File: config.mk
export PLATFORM = sky130hd
export DESIGN_NAME = gate_tt_sequencer_flat
export DESIGN_NICKNAME = d
export VERILOG_FILES = /design/src/rtl/gate_tt_pkg.sv /design/src/rtl/gate_tt_sequencer_if.sv /design/src/rtl/gate_tt_hold_counter.sv /design/src/rtl/gate_tt_sequencer.sv /design/src/flat_wrapper.sv
export SDC_FILE = /design/constraint.sdc
export NUM_CORES = 1
export LEC_CHECK = 0
export BUFFER_PORTS_ARGS = -buffer_cell sky130_fd_sc_hd__clkbuf_2
export CORE_UTILIZATION = 58
export CTS_CLUSTER_DIAMETER = 60
export DETAILED_ROUTE_END_ITERATION = 6
export PLACE_DENSITY_LB_ADDON = 0.25
export SYNTH_ARGS = -nofsm -noshare
export SYNTH_HDL_FRONTEND = slang
export SYNTH_SLANG_ARGS = --single-unit
File: constraint.sdc
create_clock -name clk -period 2.25 [get_ports clk]
set_input_delay 0.1125 -clock clk [delete_from_list [all_inputs] [get_ports clk]]
set_output_delay 0.1125 -clock clk [all_outputs]
set_load 0.1 [all_outputs]
File: src/rtl/gate_tt_pkg.sv
// Shared definitions for the gate truth-table sequencer.
// Holds the FSM state encoding, the default input count and the expected
// truth tables of the common 2-input gates (bit i = output for vec==i).
package gate_tt_pkg;

    localparam int DEF_N_IN = 2;

    localparam logic [1:0] S_IDLE   = 2'd0;
    localparam logic [1:0] S_APPLY  = 2'd1;
    localparam logic [1:0] S_FINISH = 2'd2;

    localparam logic [3:0] NAND2_TT = 4'b0111;
    localparam logic [3:0] AND2_TT  = 4'b1000;
    localparam logic [3:0] OR2_TT   = 4'b1110;
    localparam logic [3:0] NOR2_TT  = 4'b0001;
    localparam logic [3:0] XOR2_TT  = 4'b0110;

endpackage

File: src/rtl/gate_tt_sequencer_if.sv
// Bundle between the sequencer and its host/gate.
// Signals: start (run request), y (gate output), vec (gate inputs),
// busy, done, tt (captured table), pass, mismatch (tt ^ expected).
// Modports: master = sequencer, slave = host plus the gate under test.
interface gate_tt_sequencer_if #(
    parameter int N_IN = 2
);
    logic                   start;
    logic                   y;
    logic [N_IN-1:0]        vec;
    logic                   busy;
    logic                   done;
    logic [(1<<N_IN)-1:0]   tt;
    logic                   pass;
    logic [(1<<N_IN)-1:0]   mismatch;

    modport master (
        input  start, y,
        output vec, busy, done, tt, pass, mismatch
    );

    modport slave (
        output start, y,
        input  vec, busy, done, tt, pass, mismatch
    );
endinterface

File: src/rtl/gate_tt_hold_counter.sv
// Hold-window counter for the sequencer.
// Ports: clk, rst (sync active-low), clr (zero the count, wins over en),
// en (count up), last (count has reached HOLD-1).
module gate_tt_hold_counter #(
    parameter int HOLD = 5
) (
    input  logic clk,
    input  logic rst,
    input  logic clr,
    input  logic en,
    output logic last
);
    localparam logic [7:0] LAST_CNT = 8'(HOLD - 1);

    logic [7:0] cnt;

    always_ff @(posedge clk) begin
        if (!rst) begin
            cnt <= 8'd0;
        end else if (clr) begin
            cnt <= 8'd0;
        end else if (en) begin
            cnt <= cnt + 8'd1;
        end
    end

    assign last = (cnt == LAST_CNT);
endmodule

File: src/rtl/gate_tt_sequencer.sv
// Truth-table sequencer for a 2-input gate cell.
// Steps vec through 0..2**N_IN-1, holding each vector HOLD clocks, samples
// y at the end of each hold window into tt, then compares tt to EXPECTED.
// Ports: clk, rst (sync active-low), bus (gate_tt_sequencer_if.master).
// Build option: GATE_TT_CONTINUOUS_EN lets start in FINISH launch the next
// run directly, skipping the IDLE cycle.
//
// state  | meaning
// IDLE   | waiting for start, results held
// APPLY  | driving vec, sampling y at end of each hold window
// FINISH | one cycle: done high, pass/mismatch valid
module gate_tt_sequencer
    import gate_tt_pkg::*;
#(
    parameter int                   N_IN     = DEF_N_IN,
    parameter int                   HOLD     = 5,
    parameter logic [(1<<N_IN)-1:0] EXPECTED = NAND2_TT
) (
    input  logic                 clk,
    input  logic                 rst,
    gate_tt_sequencer_if.master  bus
);
    localparam int              NV      = 1 << N_IN;
    localparam logic [N_IN-1:0] VEC_MAX = N_IN'(NV - 1);

    logic [1:0]      state;
    logic [N_IN-1:0] vec;
    logic            busy;
    logic            done;
    logic [NV-1:0]   tt;
    logic [NV-1:0]   tt_final;
    logic            pass;
    logic [NV-1:0]   mismatch;
    logic            cnt_clr;
    logic            cnt_en;
    logic            hold_last;

    // The counter sits at zero outside APPLY so every run starts a fresh window.
    assign cnt_en  = (state == S_APPLY);
    assign cnt_clr = (state != S_APPLY) || hold_last;

    gate_tt_hold_counter #(.HOLD(HOLD)) u_hold (
        .clk  (clk),
        .rst  (rst),
        .clr  (cnt_clr),
        .en   (cnt_en),
        .last (hold_last)
    );

    // Table including the sample taken this cycle, so the final vector's
    // result is already part of the pass/mismatch comparison.
    always_comb begin
        tt_final      = tt;
        tt_final[vec] = bus.y;
    end

    always_ff @(posedge clk) begin
        if (!rst) begin
            state    <= S_IDLE;
            vec      <= '0;
            busy     <= 1'b0;
            done     <= 1'b0;
            tt       <= '0;
            pass     <= 1'b0;
            mismatch <= '0;
        end else begin
            done <= 1'b0;
            case (state)
                S_IDLE: begin
                    if (bus.start) begin
                        state <= S_APPLY;
                        vec   <= '0;
                        tt    <= '0;
                        busy  <= 1'b1;
                    end
                end
                S_APPLY: begin
                    if (hold_last) begin
                        tt <= tt_final;
                        if (vec == VEC_MAX) begin
                            state    <= S_FINISH;
                            vec      <= '0;
                            busy     <= 1'b0;
                            done     <= 1'b1;
                            pass     <= (tt_final == EXPECTED);
                            mismatch <= tt_final ^ EXPECTED;
                        end else begin
                            vec <= vec + N_IN'(1);
                        end
                    end
                end
                S_FINISH: begin
`ifdef GATE_TT_CONTINUOUS_EN
                    if (bus.start) begin
                        state <= S_APPLY;
                        vec   <= '0;
                        tt    <= '0;
                        busy  <= 1'b1;
                    end else begin
                        state <= S_IDLE;
                    end
`else
                    state <= S_IDLE;
`endif
                end
                default: state <= S_IDLE;
            endcase
        end
    end

    assign bus.vec      = vec;
    assign bus.busy     = busy;
    assign bus.done     = done;
    assign bus.tt       = tt;
    assign bus.pass     = pass;
    assign bus.mismatch = mismatch;
endmodule

File: src/flat_wrapper.sv
// flat-port wrapper written by rule: the top's interface ports become plain ports
module gate_tt_sequencer_flat import gate_tt_pkg::*;
#(
    parameter int                   N_IN     = DEF_N_IN,
    parameter int                   HOLD     = 5,
    parameter logic [(1<<N_IN)-1:0] EXPECTED = NAND2_TT
)
  (clk, rst, bus_start, bus_y, bus_vec, bus_busy, bus_done, bus_tt, bus_pass, bus_mismatch);
  gate_tt_sequencer_if #(.N_IN(N_IN)) bus_i ();
  input  logic clk;
  input  logic rst;
  input wire logic [$bits(bus_i.start)-1:0] bus_start;
  input wire logic [$bits(bus_i.y)-1:0] bus_y;
  output wire logic [$bits(bus_i.vec)-1:0] bus_vec;
  output wire logic [$bits(bus_i.busy)-1:0] bus_busy;
  output wire logic [$bits(bus_i.done)-1:0] bus_done;
  output wire logic [$bits(bus_i.tt)-1:0] bus_tt;
  output wire logic [$bits(bus_i.pass)-1:0] bus_pass;
  output wire logic [$bits(bus_i.mismatch)-1:0] bus_mismatch;
  assign bus_i.start = bus_start;
  assign bus_i.y = bus_y;
  assign bus_vec = bus_i.vec;
  assign bus_busy = bus_i.busy;
  assign bus_done = bus_i.done;
  assign bus_tt = bus_i.tt;
  assign bus_pass = bus_i.pass;
  assign bus_mismatch = bus_i.mismatch;
  gate_tt_sequencer #(.N_IN(N_IN), .HOLD(HOLD), .EXPECTED(EXPECTED)) u_core (.clk(clk), .rst(rst), .bus(bus_i));
endmodule
# ---- After elaboration in Yosys (flattened, before gate mapping)
# Index checks and enable logic that the tools add are counted.
dict set report totals {
  out_inout_bits 13
  input_bits 4
  reg_bits 23
  word_cells 51
}
dict set report op_classes {
  bitwise 2
  muxes 19
  reduce_logical 10
  eq_ne 8
  n_lt_le_gt_ge 2
  n_addsub 2
}
# op n
set op_table {}
lappend op_table {{$mux 2} 6}
lappend op_table {{$reduce_and 3->1} 4}
lappend op_table {{$add 8x1->8 const B} 1}
lappend op_table {{$eq 8x3->1 const B} 1}
lappend op_table {{$mux 4} 2}
lappend op_table {{$pmux 2 s2} 2}
lappend op_table {{$pmux 4 s2} 1}
lappend op_table {{$ne 2x2->1 const B} 3}
lappend op_table {{$mux 1} 5}
lappend op_table {{$bwmux 4} 1}
lappend op_table {{$eq 4x3->1 const B} 1}
lappend op_table {{$reduce_and 4->1} 1}
lappend op_table {{$lt 2x3->1 const B} 1}
lappend op_table {{$not 3->3} 1}
lappend op_table {{$add 2x1->2 const B} 1}
lappend op_table {{$demux 1 s2} 1}
lappend op_table {{$eq 2x1->1 const B} 1}
lappend op_table {{$eq 2x2->1 const B} 1}
lappend op_table {{$ge 2x1->1 const B} 1}
lappend op_table {{$logic_not 2->1} 1}
lappend op_table {{$ne 2x1->1 const B} 1}
lappend op_table {{$pmux 1 s2} 1}
lappend op_table {{$reduce_bool 2->1} 1}
lappend op_table {{$reduce_or 2->1} 1}
lappend op_table {{3 further kinds} 3}

# ---- Logic depth before layout (Yosys ltp)
# Gate-level depths: netlist of run 1.
dict set report depth {
  depth_word 7
  ltp_mapped 7
  depth_no_buf 6
}

# ---- Cells and area by module
# A second synthesis of run 1 with hierarchy kept.
dict set report hier_totals {
  cells_unflattened 123
  hier_area_um2 1104.8
}
# mod seq_area_each_um2 cells_each area_each_um2 instances
set by_module_without_submodules {}
lappend by_module_without_submodules {gate_tt_sequencer 300.3 80 724.4 1}
lappend by_module_without_submodules {gate_tt_hold_counter 160.2 43 380.4 1}

# ---- Worst setup path before layout of run 1
# No wires, ideal clock.
dict set report synth_path {
  kind {flip-flop to flip-flop}
  startpoint {register u_core.vec[0], in the netlist u_core.bus.vec[0]}
  endpoint {register u_core.mismatch[0], in the netlist u_core.bus.mismatch[0]}
  arrival_ps 2060
  period_less_slack_ps 2178
  required_ps 2131
  stages_incl_launch_ff 6
  n_path_buf 0
  setup_ps 119
  slack_ps 72
  cell_sequence {dfxtp_1 > ha_1 > nand3b_1 > nor3_4 > mux2i_1 > nor2_1}
}
dict set report synth_between {
  elab_chain_len 6
  word_cells_on_any_way 9
  cone_classes {order compare: 2; eq/ne: 1; mux: 3; bitwise: 1; reduce/logical: 2}
}
# item line_no
set synth_lines {}
lappend synth_lines {{start, declared} gate_tt_sequencer.sv:27} ;# logic [N_IN-1:0] vec;
lappend synth_lines {{start signal, assigned} gate_tt_sequencer.sv:88} ;# vec <= vec + N_IN'(1);
lappend synth_lines {{$lt 2x3->1 (implied by the code) or $ge 2x1->1 (tied branches)} gate_tt_sequencer.sv:54} ;# tt_final[vec] = bus.y;
lappend synth_lines {{$logic_and 1x1->1 (implied by the code)} gate_tt_sequencer.sv:54}
lappend synth_lines {{$mux 1 (implied by the code)} gate_tt_sequencer.sv:54}
lappend synth_lines {{$demux 1 s2} n/a}
lappend synth_lines {{$bwmux 4} gate_tt_sequencer.sv:54}
lappend synth_lines {{$not 3->3 (no line)} n/a}
lappend synth_lines {{end signal, assigned} gate_tt_sequencer.sv:86} ;# mismatch <= tt_final ^ EXPECTED;
lappend synth_lines {{end, declared} gate_tt_sequencer.sv:33} ;# logic [NV-1:0] mismatch;
# Parallel ways exist; a longest one is shown, timed or not.
# A chain may end at the register's enable or synchronous reset.

# ---- Worst setup path in the final report of run 1
dict set report layout_path {
  startpoint {register u_core.u_hold.cnt[0]}
  endpoint {register u_core.mismatch[1], in the netlist u_core.bus.mismatch[1]}
}
dict set report layout_between {
  elab_chain_len 2
}
# item line_no
set layout_lines {}
lappend layout_lines {{start, declared} gate_tt_hold_counter.sv:15} ;# logic [7:0] cnt;
lappend layout_lines {{start signal, assigned} gate_tt_hold_counter.sv:23} ;# cnt <= cnt + 8'd1;
lappend layout_lines {{$eq 8x3->1} gate_tt_hold_counter.sv:27} ;# assign last = (cnt == LAST_CNT);
lappend layout_lines {{$reduce_and 3->1 (no line)} n/a}
# Every way passes these cells.

==> summary.txt, run 1 <==
Place
  – Setup slack at placement: 0.580 ns
  – Half-perimeter wire length after placement: 1500 µm
  – Port Buffers: 16
  – Placed Area: ~1200 µm²
  – Gpl congestion: 0.866

Clocking
  – CTS root buf: clkbuf_4
  – Setup Fix Bufs, Post-CTS: 0
  – Post-CTS Resized: 0
  – Worst-path clk slew: between 0.1 and 0.15 ns
  – Worst-skew pair later-pin latency: just over 0.3 ns
  – Cts hold-fix bufs: 0
  – CTS buffer count: 3
  – Clock buffer depth: 2
  – Clock sinks: 23
  – H-tree Lvls: 1
  – CTS tree: yes

Routing
  – Drc violations: 0
  – Routed WL per cell: around 13 µm
  – Via density: 5.53
  – DRT Pass-1 Iters: 4
  – Final wirelength: around 2000 µm
  – DR iter-0 viols: 19
  – Post-route ant nets: 0
  – Total vias in the final route: between 800 and 900

Logic synthesis
  – Yosys reg bits: 23
  – EDFF count, synth: 0
  – Post-synth top area cell: dfxtp_1
  – Top_reg_cell synth: dfxtp_1
  – FFs w/ async S/R, synth: 0
  – Area of the mapped netlist: around 1100 µm²
  – Top post-synthesis cells by area: dfxtp_1, ha_1, nor2_1, xor2_1, a221o_1
  – Yosys warning count: 0
  – Gate Count Post-Synth: 110
  – Share of the synthesized area in the top cell type: 0.425
  – Yosys cell types: 32
  – Synthesized net count: 120
  – Synth cell count leaders: dfxtp_1, nor2_1, ha_1, inv_1, xor2_1
  – Count leader, synth: dfxtp_1
  – Sequential area share after synthesis: 0.425
  – Post-synthesis average cell area: between 9 and 10 µm²

Flow run
  – Max-Cap Viols: 0

Setup path
  – Worst Setup SP: u_core.u_hold.cnt[0]$_SDFFE_PP0P_
  – Worst-path fanout max: 7
  – Worst Path Arrival: roughly 1.9 ns
  – Startpoint class of the critical path: flop
  – R2r startpoint: u_core.u_hold.cnt[0]$_SDFFE_PP0P_
  – Worst reg2reg setup slack: 0.57 ns
  – Worst EP required: about 2.5 ns
  – Critical path class: reg -> reg
  – Type of element capturing the critical path: flop

Global routing
  – Gr ovfl total: 0
  – Busiest layer in global routing: met1
  – GRT met2 Usage: 0.322
  – M3 GR Usage: 0.0440
  – Initial antenna violation count: 0
  – First-pass GRT wire length: roughly 3400 µm
  – GRT Total Usage: 0.229
  – Largest net degree at the start of global routing: 13
  – M1 GR Usage: 0.340
  – Vias in the first global route: about 750

Layout
  – Layout Nets: approximately 140
  – Layout cells sized above 1: 0.203
  – Area Overhead vs Synth: 11.9%
  – Fill count: between 150 and 200
  – Inserted Diodes: 0
  – Storage element area: about 460 µm²
  – Multi-input gate area: 592 µm²
  – Fin area: around 1200 µm²

Timing
  – Pin slew with the least headroom to its limit: between 0.5 and 0.6 ns
  – Fmax: 0.594 GHz
  – Pins Over Slew Limit: 0
  – Fin. Hold Viols: 0
  – Final Critical Period: ~1.7 ns
  – Final setup TNS: 0 ns
  – Worst Clk Skew: between 0.009 and 0.01 ns
  – Final period util: 0.748
  – Relative slew slack: 0.642
  – Final worst-path setup slack: about 0.57 ns
  – RSZ-0062 raised after global routing: no
  – Final setup vio count: 0

Power and ir drop
  – Maximum VDD drop: ~0.00053 V
  – Leak Pwr: ~0.49 nW
  – Pwr Density: between 500 and 600 nW/µm²

Floorplanning
  – Chip Width: roughly 45 µm
  – Core area: between 1500 and 2000 µm²
  – Ports: 17
  – Total die area: a little over 2000 µm²
  – # rows: 15
  – Initial core utilization: 0.621
  – Die H: ~45 µm

Min path
  – Worst Hold Class: in -> reg
  – Min-delay src: rst

Outcome
  – Status: finished, final reports clean
## per-stage QoR
step                hold slack (ns)  total power, W  instances  utilization
CTS                          0.0805        0.000648        153        0.695
floorplan                     0.248        0.000453        110            -
global route                 0.0962        0.000671        153        0.695
detailed placement            0.425        0.000463        149        0.680
finish                       0.0894        0.000642        153        0.695
global placement              0.423        0.000462        149        0.680
## kinds of logic (layout without fill, tap and decap cells)
logic type,count (synthesis),in the layout,share of synthesized area
fa+ha+maj,6,6,0.0693
compound gates,16,16,0.115
xor+xnor,6,6,0.0485
mux,4,4,0.0370
flops,23,23,0.425
simple gates,47,47,0.276
buf+inv,8,26,0.0289
## per-layer routing
| metal | wire length [µm] | vias to the layer above |
|---|---|---|
| li1 | - | 430 |
| met1 | 1020 | 398 |
| met2 | 884 | 15 |
| met3 | 57 | 3 |
| met4 | 23 | 0 |
| met5 | 0 | - |
## sequential cells by signal, indices dropped and copies added, names as in the netlist
register,flops
u_core.bus.vec,2
u_core.bus.tt,4
u_core.bus.busy,1
u_core.u_hold.cnt,8
u_core.bus.mismatch,4
u_core.state,2
u_core.bus.done,1
u_core.bus.pass,1
## placed cells by master (no fill, tap or decap), drive strengths merged
cell type  Yosys  final
and4b          1      1
or3            1      1
o22ai          1      1
clkbuf         1     20
nand4          4      4
nand3b         2      2
o2111ai        1      1
xor2           6      6
a31oi          1      1
a21oi          3      3
dfxtp         23     23
a22o           2      2
ha             6      6
o21ai          2      2
nor2          17     17
nor2b          5      5
nor3           3      3
nand2          3      3
mux2i          4      4
inv            6      6
nor3b          2      2
nand4bb        1      1
a211oi         1      1
or2            1      1
a221o          4      4
a2111oi        1      1
and4           2      2
and3           5      5
## report_power, final
group / total [W] / switching (W) / internal, W / leakage (nW)
combinational: 0.0000381 / 0.0000284 / 0.00000972 / 0.289
sequential: 0.000416 / 0.00000460 / 0.000411 / 0.186
clock: 0.000188 / 0.000118 / 0.0000693 / 0.0150
total: 0.000642 / 0.000151 / 0.000490 / 0.490
## cell type report
| class | instances | share of cell area |
|---|---|---|
| repair buffers | 16 | 0.0660 |
| multi-input cells | 79 | 0.488 |
| well taps | 25 | 0.0258 |
| clock buffers | 4 | 0.0217 |
| flip-flops and latches | 23 | 0.380 |
| inverters | 6 | 0.0186 |
## worst max-delay path: stages (launching register included)
cell and delay [ns]:
dfxtp_1 0.38, inv_1 0.07, ha_1 0.16, nand4bb_2 0.24, nor3_4 0.45, mux2i_1 0.23
nor2_1 0.06
## worst paths after layout
kind / endpoint / cells past startpoint
worst max-delay path: u_core.bus.mismatch[1]$_SDFFE_PN0P_ / 6
worst min register to register: u_core.bus.pass$_SDFFE_PN0P_ / 2
worst max register to register: u_core.bus.mismatch[1]$_SDFFE_PN0P_ / 6
worst min-delay path: u_core.bus.busy$_SDFFE_PN0P_ / 3
Note: power is estimated with default switching activity, not from simulation.
==> run 2, diff against run 1 <==
CORE_UTILIZATION = 49   (was 58)
clock period = 1.4 ns   (was 2.25 ns; I/O delays follow)
==> summary.txt, run 2 (synthesized netlist as in run 1, its figures left out) <==
Routing
  – Drc violations: 0
  – Post-route ant nets: 0
  – Routed WL per cell: ~15 µm
  – Final wirelength: roughly 2600 µm
  – DRT Pass-1 Iters: 4
  – DR iter-0 viols: 32
  – Via density: between 5 and 6
  – Total vias in the final route: ~970

Clocking
  – Clock buffer depth: 2
  – CTS buffer count: 3
  – Worst-skew pair later-pin latency: between 0.3 and 0.4 ns
  – CTS root buf: clkbuf_4
  – CTS tree: yes
  – Cts hold-fix bufs: 0
  – Worst-path clk slew: approximately 0.13 ns
  – H-tree Lvls: 1
  – Clock sinks: 23

Layout
  – Area Overhead vs Synth: 38.9%
  – Fill count: between 100 and 150
  – Layout Nets: 158
  – Largest regs: u_core.u_hold.cnt (8), u_core.bus.mismatch (4), u_core.bus.tt (4)
  – Highest-count cells in the layout ignoring fill and taps: clkbuf_2, buf_4, dfxtp_1, nor2_1, dfxtp_2
  – Inserted Diodes: 0
  – Finished Layout Cells: about 170
  – Final Util: 0.744
  – Most common cell after layout, fill and taps aside: clkbuf_2
  – Largest Register: u_core.u_hold.cnt
  – Max reg flops: 8
  – Layout cells sized above 1: 0.483

Floorplanning
  – Ports: 17
  – Chip Width: 49.0 µm
  – Total die area: 2400 µm²
  – # rows: 16
  – Initial core utilization: 0.536
  – Core area: between 2000 and 2500 µm²
  – Die H: roughly 50 µm

Setup path
  – Largest delay share family, worst path: simple AND/OR/NAND/NOR gates
  – Worst Path Arrival: 1.69 ns
  – Critical path class: reg -> reg
  – Startpoint class of the critical path: flop
  – Buf/Inv on CP: 2
  – Type of element capturing the critical path: flop
  – Worst-path fanout max: 7
  – CP max-delay cell: dfxtp_2
  – Worst EP required: between 1.5 and 2 ns
  – Critical path, cell by cell: inv_2 -> ha_4 -> nand4bb_4 -> nor3_4 -> buf_12 -> mux2i_1 -> nor2_1
  – Max incr delay on CP: between 0.3 and 0.4 ns

Timing
  – Fin. Hold Viols: 0
  – RSZ-0062 raised after global routing: yes
  – Final Critical Period: 1.49 ns
  – Final worst-path setup slack: -0.0857 ns
  – Final period util: 1.06
  – Pins Over Slew Limit: 0
  – Worst Clk Skew: around 0.0037 ns
  – Relative slew slack: 0.640
  – Pin slew with the least headroom to its limit: between 0.5 and 0.6 ns
  – Final setup vio count: 11
  – Fmax: between 0.6 and 0.7 GHz

Place
  – Port Buffers: 16
  – Half-perimeter wire length after placement: ~1700 µm
  – Gpl congestion: 0.833
  – Placed cells: around 170

Global routing
  – GRT Total Usage: 0.208
  – Vias in the first global route: between 800 and 900
  – Initial antenna violation count: 0
  – First-pass GRT wire length: 3860 µm
  – Gr ovfl total: 0
  – Largest net degree at the start of global routing: 13

Power and ir drop
  – Leak Pwr: slightly above 0.6 nW
  – Maximum VDD drop: between 0.0004 and 0.0005 V
  – Pwr Density: just over 700 nW/µm²
  – Total Power: around 0.0011 W

Outcome
  – Status: finished with violations
  – Violated checks: negative setup slack

Min path
  – Worst Hold Class: in -> reg

Flow run
  – Max-Cap Viols: 0
## run 2: cell count changes in the layout (fill, tap and decap cells not counted), sizes merged
cell | previous run | this run
buf | 0 | 19
## run 2: where the power goes
| group | internal (W) | leakage (nW) | switching, W |
|---|---|---|---|
| Clock | 0.000111 | 0.0150 | 0.000203 |
| Sequential | 0.000658 | 0.191 | 0.00000709 |
| Combinational | 0.0000282 | 0.407 | 0.0000583 |
| Total | 0.000797 | 0.613 | 0.000269 |
## run 2: worst paths after layout
kind,slack [ns],end,cells after the start,from
max,-0.09,u_core.bus.mismatch[2]$_SDFFE_PN0P_,7,u_core.u_hold.cnt[1]$_SDFFE_PP0P_
min,0.06,u_core.bus.pass$_SDFFE_PN0P_,3,rst
max reg2reg,-0.09,u_core.bus.mismatch[2]$_SDFFE_PN0P_,7,u_core.u_hold.cnt[1]$_SDFFE_PP0P_
min reg2reg,0.47,u_core.bus.pass$_SDFFE_PN0P_,2,u_core.bus.pass$_SDFFE_PN0P_
## run 2: tightest hold or removal path, stage by stage
cell and delay, ns:
clkbuf_2 0.14, nand2_1 0.08, o21ai_1 0.05
## run 2: layer usage
metal / up-vias / track usage / routed length, µm
li1: 473 / - / -
met1: 452 / 0.271 / 1220
met2: 39 / 0.350 / 1210
met3: 4 / 0.0312 / 125
met4: 0 / 0.0686 / 34
met5: - / 0 / 0
## run 2: metrics by stage
stage	hold WS, ns	instance area (µm²)	setup WS (ns)	TNS, ns
floorplan	0.206	1110	-0.175	-1.67
global placement	0.384	1350	-0.0961	-1.19
detailed placement	0.386	1350	-0.146	-1.96
CTS	0.0454	1430	-0.109	-0.616
global route	0.0802	1510	-0.159	-1.51
finish	0.0620	1510	-0.0857	-0.615
## run 2: repair_timing
action                                  in CTS  in global routing
pin swaps                                    3                 18
endpoints found under the setup margin      19                 16
setup buffers                                1                  2
resized for setup                           11                 20
## run 2: area by class of cell
class / instances / area, µm² / share of cell area
inverters: 6 / 27.5 / 0.0183
multi-input cells: 79 / 693 / 0.461
clock buffers: 4 / 26.3 / 0.0175
repair buffers: 35 / 246 / 0.164
well taps: 27 / 33.8 / 0.0224
flip-flops and latches: 23 / 478 / 0.318
==> run 3, diff against run 2 <==
MAX_ROUTING_LAYER = met4   (was default)
SETUP_SLACK_MARGIN = 0.02   (was default)
==> summary.txt, run 3 (synthesized netlist as in run 1, its figures left out) <==
Outcome
  – Status: finished with violations
  – Violated checks: negative setup slack

Clocking
  – CTS root buf: clkbuf_4
  – CTS tree: yes
  – H-tree Lvls: 1
  – Cts hold-fix bufs: 0
  – Setup Fix Bufs, Post-CTS: 0
  – Worst-skew pair later-pin latency: 0.31 ns
  – CTS buffer count: 3
  – Clock sinks: 23
  – Clock buffer depth: 2
  – Worst-path clk slew: ~0.13 ns

Global routing
  – GRT met2 Usage: 0.356
  – First-pass GRT wire length: about 4000 µm
  – M1 GR Usage: 0.273
  – Largest net degree at the start of global routing: 13
  – Busiest layer in global routing: met2
  – Vias in the first global route: about 940
  – GRT Total Usage: 0.223
  – Gr ovfl total: 0
  – M3 GR Usage: 0.0530
  – Initial antenna violation count: 0

Timing
  – Final Critical Period: ~1.5 ns
  – Worst Clk Skew: 0.00772 ns
  – Final setup vio count: 8
  – Relative slew slack: 0.640
  – Final worst-path setup slack: -0.0542 ns
  – Pin slew with the least headroom to its limit: around 0.54 ns
  – Fin. Hold Viols: 0
  – Final period util: 1.04
  – RSZ-0062 raised after global routing: yes
  – Fmax: 0.688 GHz
  – Final setup TNS: -0.349 ns
  – Pins Over Slew Limit: 0

Floorplanning
  – Total die area: 2400 µm²
  – Initial core utilization: 0.536
  – Core area: ~2000 µm²
  – Die H: between 40 and 50 µm
  – Ports: 17
  – # rows: 16
  – Chip Width: between 40 and 50 µm

Min path
  – Worst Hold Class: in -> reg

Layout
  – Area Overhead vs Synth: 32.4%
  – Inserted Diodes: 0
  – Layout cells sized above 1: 0.431
  – Largest regs: u_core.u_hold.cnt (8), u_core.bus.mismatch (4), u_core.bus.tt (4)
  – Highest-count cells in the layout ignoring fill and taps: clkbuf_2, buf_4, dfxtp_1, nor2_1, dfxtp_2
  – Most common cell after layout, fill and taps aside: clkbuf_2
  – Fill count: 153
  – Largest Register: u_core.u_hold.cnt
  – Storage element area: roughly 480 µm²
  – Multi-input gate area: 654 µm²
  – Layout Nets: roughly 160
  – Max reg flops: 8

Power and ir drop
  – Pwr Density: ~730 nW/µm²
  – Leak Pwr: 0.585 nW
  – Maximum VDD drop: between 0.0007 and 0.0008 V

Place
  – Port Buffers: 16
  – Half-perimeter wire length after placement: about 1600 µm
  – Setup slack at placement: -0.126 ns
  – Gpl congestion: 0.866

Setup path
  – Worst EP required: between 1.5 and 2 ns
  – Critical path class: reg -> reg
  – Startpoint class of the critical path: flop
  – Worst Path Arrival: 1.67 ns
  – Worst-path fanout max: 7
  – Type of element capturing the critical path: flop

Routing
  – Drc violations: 0
  – Routed WL per cell: 13.2 µm
  – Post-route ant nets: 0
  – DRT Pass-1 Iters: 4
  – Total vias in the final route: about 940
  – Via density: 5.51
  – DR iter-0 viols: 24
  – Final wirelength: 2260 µm

Flow run
  – Max-Cap Viols: 0
run 3: cell types whose count changed in the layout (fill, tap and decap cells not counted):
cell and change:
buf_6 -1, nor3b_1 +1, ha_1 +2, inv_1 +2, nor2_1 -1, inv_4 -2
a2111oi_1 +1, a2111oi_2 -1, buf_4 -2, ha_4 -2, o2111ai_2 -1, o2111ai_1 +1
nor3b_2 -1, nor2_2 +1
run 3: layout make-up:
class	instances	area share
well taps	27	0.0235
inverters	6	0.0157
multi-input cells	79	0.456
clock buffers	4	0.0183
repair buffers	32	0.153
flip-flops and latches	23	0.333
run 3: path summary, 6_finish.rpt:
check	cells after the start	endpoint	slack [ns]	from
setup / recovery	7	u_core.bus.mismatch[1]$_SDFFE_PN0P_	-0.05	u_core.u_hold.cnt[0]$_SDFFE_PP0P_
hold / removal	3	u_core.bus.busy$_SDFFE_PN0P_	0.06	rst
setup reg to reg	7	u_core.bus.mismatch[1]$_SDFFE_PN0P_	-0.05	u_core.u_hold.cnt[0]$_SDFFE_PP0P_
hold reg to reg	2	u_core.bus.pass$_SDFFE_PN0P_	0.48	u_core.bus.pass$_SDFFE_PN0P_
run 3: metrics by stage:
step | total power, W | area, µm² | std cells | hold WS [ns] | utilization
4_1_cts | 0.00105 | 1410 | 171 | 0.0525 | 0.699
3_5_place_dp | 0.000746 | 1350 | 167 | 0.386 | 0.666
2_1_floorplan | 0.000724 | 1110 | 110 | 0.206 | -
6_report | 0.00105 | 1440 | 171 | 0.0641 | 0.710
5_1_grt | 0.00110 | 1440 | 171 | 0.0517 | 0.710
3_3_place_gp | 0.000745 | 1350 | 167 | 0.384 | 0.666
run 3: timing repair:
item,in CTS,in global routing
setup endpoints to repair,19,19
pin swaps,9,11
gates resized for setup,11,9
run 3: worst max-delay path: stages (launching register included):
cell	delay (ns)
dfxtp_2	0.34
inv_2	0.06
ha_4	0.13
nand4bb_4	0.17
nor3_4	0.26
buf_12	0.15
mux2i_1	0.18
nor2_1	0.06
run 3: power by group:
group          leakage (nW)  total (W)  internal (W)  switching [W]
logic                 0.379  0.0000821     0.0000267      0.0000553
registers             0.191   0.000664      0.000658     0.00000650
clock network        0.0150   0.000307      0.000111       0.000196
run 3: per-layer routing:
layer / vias to the layer above / wire length (µm)
li1: 461 / -
met3: 3 / 100
met2: 25 / 1070
met4: 0 / 19
met5: - / 0
met1: 453 / 1080
